<file path="src/rtl/bin16_to_bcd_seq.sv">
// rtl/bin16_to_bcd_seq.sv - sequential shift-and-add-3 binary to packed BCD converter
module bin16_to_bcd_seq #(
  parameter int BIN_W      = 16,
  parameter int BCD_DIGITS = 5
) (
  input  logic                    clk_i,
  input  logic                    reset_i,
  input  logic                    start_i,
  input  logic [BIN_W-1:0]        bin_i,
  output logic                    busy_o,
  output logic                    done_o,
  output logic [4*BCD_DIGITS-1:0] bcd_o,
  output logic [BCD_DIGITS-1:0]   blank_o
);

  localparam int SW    = 4 * BCD_DIGITS;
  localparam int CNT_W = $clog2(BIN_W + 1);
  localparam logic [CNT_W-1:0]      LAST_ITER   = CNT_W'(BIN_W - 1);
  localparam logic [BCD_DIGITS-1:0] BLANK_RESET = {{(BCD_DIGITS-1){1'b1}}, 1'b0};

  typedef enum logic {IDLE, SHIFT} state_t;

  state_t                  state_q, state_nx;
  logic [BIN_W-1:0]        shift_q, shift_nx;
  logic [SW-1:0]           scratch_q, scratch_nx;
  logic [SW-1:0]           adjusted;
  logic [SW+BIN_W-1:0]     joined;
  logic [CNT_W-1:0]        cnt_q, cnt_nx;
  logic [SW-1:0]           bcd_q, bcd_nx;
  logic [BCD_DIGITS-1:0]   blank_q, blank_nx;
  logic                    done_q, done_nx;

  // Leading-zero flags: a digit blanks while it and every higher digit are zero;
  // the ones digit never blanks so zero still shows a single "0".
  function automatic logic [BCD_DIGITS-1:0] blank_of(input logic [SW-1:0] v);
    logic all_zero;
    logic [BCD_DIGITS-1:0] b;
    all_zero = 1'b1;
    b = '0;
    for (int i = BCD_DIGITS - 1; i >= 0; i--) begin
      all_zero = all_zero && (v[4*i +: 4] == 4'd0);
      b[i] = all_zero;
    end
    b[0] = 1'b0;
    return b;
  endfunction

  // Add-3 correction on every scratch digit >= 5, then the combined one-bit left shift.
  always_comb begin
    adjusted = scratch_q;
    for (int d = 0; d < BCD_DIGITS; d++) begin
      if (scratch_q[4*d +: 4] >= 4'd5) begin
        adjusted[4*d +: 4] = scratch_q[4*d +: 4] + 4'd3;
      end
    end
    joined = {adjusted, shift_q} << 1;
  end

  // Next-state and datapath updates; results publish only on the final shift.
  always_comb begin
    state_nx   = state_q;
    shift_nx   = shift_q;
    scratch_nx = scratch_q;
    cnt_nx     = cnt_q;
    bcd_nx     = bcd_q;
    blank_nx   = blank_q;
    done_nx    = 1'b0;
    case (state_q)
      IDLE: begin
        if (start_i) begin
          shift_nx   = bin_i;
          scratch_nx = '0;
          cnt_nx     = '0;
          state_nx   = SHIFT;
        end
      end
      SHIFT: begin
        scratch_nx = joined[SW+BIN_W-1 -: SW];
        shift_nx   = joined[BIN_W-1:0];
        cnt_nx     = cnt_q + 1'b1;
        if (cnt_q == LAST_ITER) begin
          bcd_nx   = joined[SW+BIN_W-1 -: SW];
          blank_nx = blank_of(joined[SW+BIN_W-1 -: SW]);
          done_nx  = 1'b1;
          state_nx = IDLE;
        end
      end
    endcase
  end

  // State and datapath registers with synchronous reset that overrides start.
  always_ff @(posedge clk_i) begin
    if (reset_i) begin
      state_q   <= IDLE;
      shift_q   <= '0;
      scratch_q <= '0;
      cnt_q     <= '0;
      bcd_q     <= '0;
      blank_q   <= BLANK_RESET;
      done_q    <= 1'b0;
    end else begin
      state_q   <= state_nx;
      shift_q   <= shift_nx;
      scratch_q <= scratch_nx;
      cnt_q     <= cnt_nx;
      bcd_q     <= bcd_nx;
      blank_q   <= blank_nx;
      done_q    <= done_nx;
    end
  end

  assign busy_o  = (state_q == SHIFT);
  assign done_o  = done_q;
  assign bcd_o   = bcd_q;
  assign blank_o = blank_q;

endmodule

</file>
<file path="config.mk">
export PLATFORM = sky130hd
export DESIGN_NAME = bin16_to_bcd_seq
export DESIGN_NICKNAME = d
export VERILOG_FILES = /design/src/rtl/bin16_to_bcd_seq.sv
export SDC_FILE = /design/constraint.sdc
export NUM_CORES = 1
export LEC_CHECK = 0
export CAP_MARGIN = 20
export CORE_ASPECT_RATIO = 1.75
export CORE_MARGIN = 3
export CORE_UTILIZATION = 54
export DETAILED_ROUTE_END_ITERATION = 10
export MAX_ROUTING_LAYER = met4
export PLACE_DENSITY = 0.87
export SLEW_MARGIN = 25
export SYNTH_ARGS = -nofsm -noshare
export SYNTH_HDL_FRONTEND = slang
export SYNTH_SLANG_ARGS = --single-unit
</file>
<file path="constraint.sdc">
create_clock -name clk_i -period 2.1 [get_ports clk_i]
set_input_delay 0.525 -clock clk_i [delete_from_list [all_inputs] [get_ports clk_i]]
set_output_delay 0.525 -clock clk_i [all_outputs]
set_load 0.1 [all_outputs]
</file>
==> results.json <==
{
  "vias": 2776,
  "antenna_found_initial": 0,
  "p_per_area_nw_per_um2": 678,
  "post-dp-hpwl_um": 4590,
  "cts_tree": "built",
  "first_iter_violations": 125,
  "synth_largest_area_cell": "dfxtp_1",
  "clock_skew_ps": 6.87,
  "rows": 36,
  "clock_latency_ps": 350,
  "crit_slowest_cell": "dfxtp_1",
  "first_global_vias": 2679,
  "drc": 0,
  "gp_congestion": 0.855,
  "power_mw": 2.61,
  "nets": 461,
  "crit_required_ps": 2370,
  "seq_area_frac_synth_pct": 42.1,
  "track_usage_pct": 21.3,
  "cts_made_buffers": 9,
  "ys_top_cells_by_area": "dfxtp_1, a21oi_1, mux2i_1, nor2_1, ha_1",
  "cp-end-kind": "flop",
  "multi_input_area_um2": 1690,
  "vias_per_cell": 5.43,
  "cts_buffer_depth": 2,
  "path_buf_inv": 1,
  "clk_pin_slew_ps": 60,
  "cp_slowest_stage_delay_ps": 430,
  "cp-start-kind": "flop",
  "crit_start": "scratch_q[16]",
  "synth_common_cells": "dfxtp_1, a21oi_1, nor2_1",
  "status": "finished clean",
  "area.growth.synth_to_final_pct": 20.8,
  "setup-tns-final_ps": 0,
  "drtAntennaViolNets": 0,
  "grt_pass1_wl_um": 11400,
  "crit_chain": "inv_1, ha_1, and2_1, a21oi_1, and3b_2, nand4_2, o31ai_2",
  "synthArstFlopShare_pct": 0,
  "hold_class": "reg -> reg",
  "wl_per_cell_um": 13.0,
  "seq_area_um2": 1340,
  "leakage_nw": 1.56,
  "critPathTopFamily": "simple AND/OR/NAND/NOR gates",
  "wl_um": 6640,
  "r2r_start": "scratch_q[16]",
  "start_util_pct": 56.6,
  "htreeDepth": 3,
  "post_cts_buffers": 0,
  "chipWidth_um": 64.1,
  "period_share_pct": 86.4,
  "synthDistinctLibCells": 37,
  "grt_max_degree": 48,
  "finalSetupViolCount": 0,
  "drive_above_1_share_pct": 13.6,
  "ir_drop_mv": 0.394,
  "diodes": 0,
  "cts.sinks": 67,
  "drv_slew": 0,
  "hold_viol": 0,
  "synth_cells": 388,
  "grt-ovfl-total": 0,
  "fillers": 480,
  "grt_setup_unrepaired": "no",
  "dieArea_um2": 6900,
  "crit_fanout": 5,
  "numPortBuffers": 44,
  "dr.pass1.iters": 4,
  "core_um2": 5630,
  "root_buffer": "clkbuf_8",
  "hold_ws_ps": 455,
  "synth.ff_latch_count": 67,
  "synth_flop_cell": "dfxtp_1",
  "synth_top_area_share_pct": 42.1,
  "die_h_um": 108,
  "critical_path_arrival_ps": 2080,
  "io_pins": 46,
  "clock.fmax_ghz": 0.551,
  "synth_most_common_cell": "dfxtp_1",
  "syn_area_um2": 3190,
  "holdBufCountCts": 0,
  "cts.repair.resized": 0,
  "critPathKind": "reg -> reg",
  "cap_violations": 0,
  "fin_crit_ps": 1820,
  "avgSynthCellArea_um2": 8.22,
  "hp-start": "bcd_o[14]",
  "synthesis.nets": 419,
  "yosysWarnings": 0,
  "synth_edf_count": 0
}
## power breakdown
part	internal (mW)	total [mW]	switching (mW)
logic	0.0824	0.192	0.110
registers	1.29	1.31	0.0196
clock network	0.648	1.11	0.459
total	2.02	2.61	0.588
## flip-flops by register name, indices dropped and copies added, names as in the netlist
name,count
bcd_o,20
busy_o,1
cnt_q,5
done_o,1
scratch_q,20
blank_o,4
shift_q,16
## routing by layer
layer	share of wire, %	vias up	track usage (%)
met5	0	-	-
met4	2.6	0	10.6
met3	3.5	19	4.39
met2	52	59	37.4
met1	42	1296	22.4
li1	-	1402	-
## logic make-up after synthesis
logic type | share of synthesized area (%)
and+or+nand+nor | 22.7
AOI/OAI and AO/OA | 15.1
DFF | 42.1
buffers and inverters | 4.86
muxes | 8.83
adders and majority gates | 4.71
xor gates and xnor gates | 1.65
other | 0.118
## worst min-delay path, stage by stage, from the launching register on
cell and delay [ps]:
dfxtp_1 310, nand2_1 50, a21oi_1 50
## cell usage in the layout (no fill, tap or decap), drive strengths merged, types with 11 or more instances in the layout
| cell type | synthesis | layout |
|---|---|---|
| nor2 | 61 | 61 |
| ha | 12 | 12 |
| a21oi | 62 | 62 |
| clkbuf | 10 | 15 |
| o21ai | 11 | 11 |
| buf | 15 | 39 |
| nor3b | 18 | 18 |
| inv | 11 | 11 |
| dfxtp | 67 | 67 |
| clkdlybuf4s50 | 0 | 17 |
| mux2i | 27 | 27 |
| nand2 | 35 | 35 |
## metrics by stage
stage                     instances  setup WS, ps  util [%]  cell area, um2
final                           511           285      68.4            3850
after global routing            511           105      68.4            3850
after CTS                       511           290      68.4            3850
after detailed placement        495           144      64.7            3640
after global placement          495           179      64.7            3640
after floorplan                 388           105         -            3190
## cell type report
class	instances	share of cell area (%)
clock buffer	15	4.58
timing repair buffer	56	12.3
multi-input combinational	285	44.0
inverter	11	1.07
tap	76	2.47
sequential	67	34.9
clock inverter	1	0.780
## worst paths after layout
check	slack (ps)	cells past startpoint	endpoint
worst max-delay path	280	7	blank_o[1]
worst min-delay path	450	2	bcd_o[14]
worst max register to register	280	7	blank_o[1]
worst min register to register	450	2	bcd_o[14]
No activity file was read; power rests on OpenSTA's default activity.
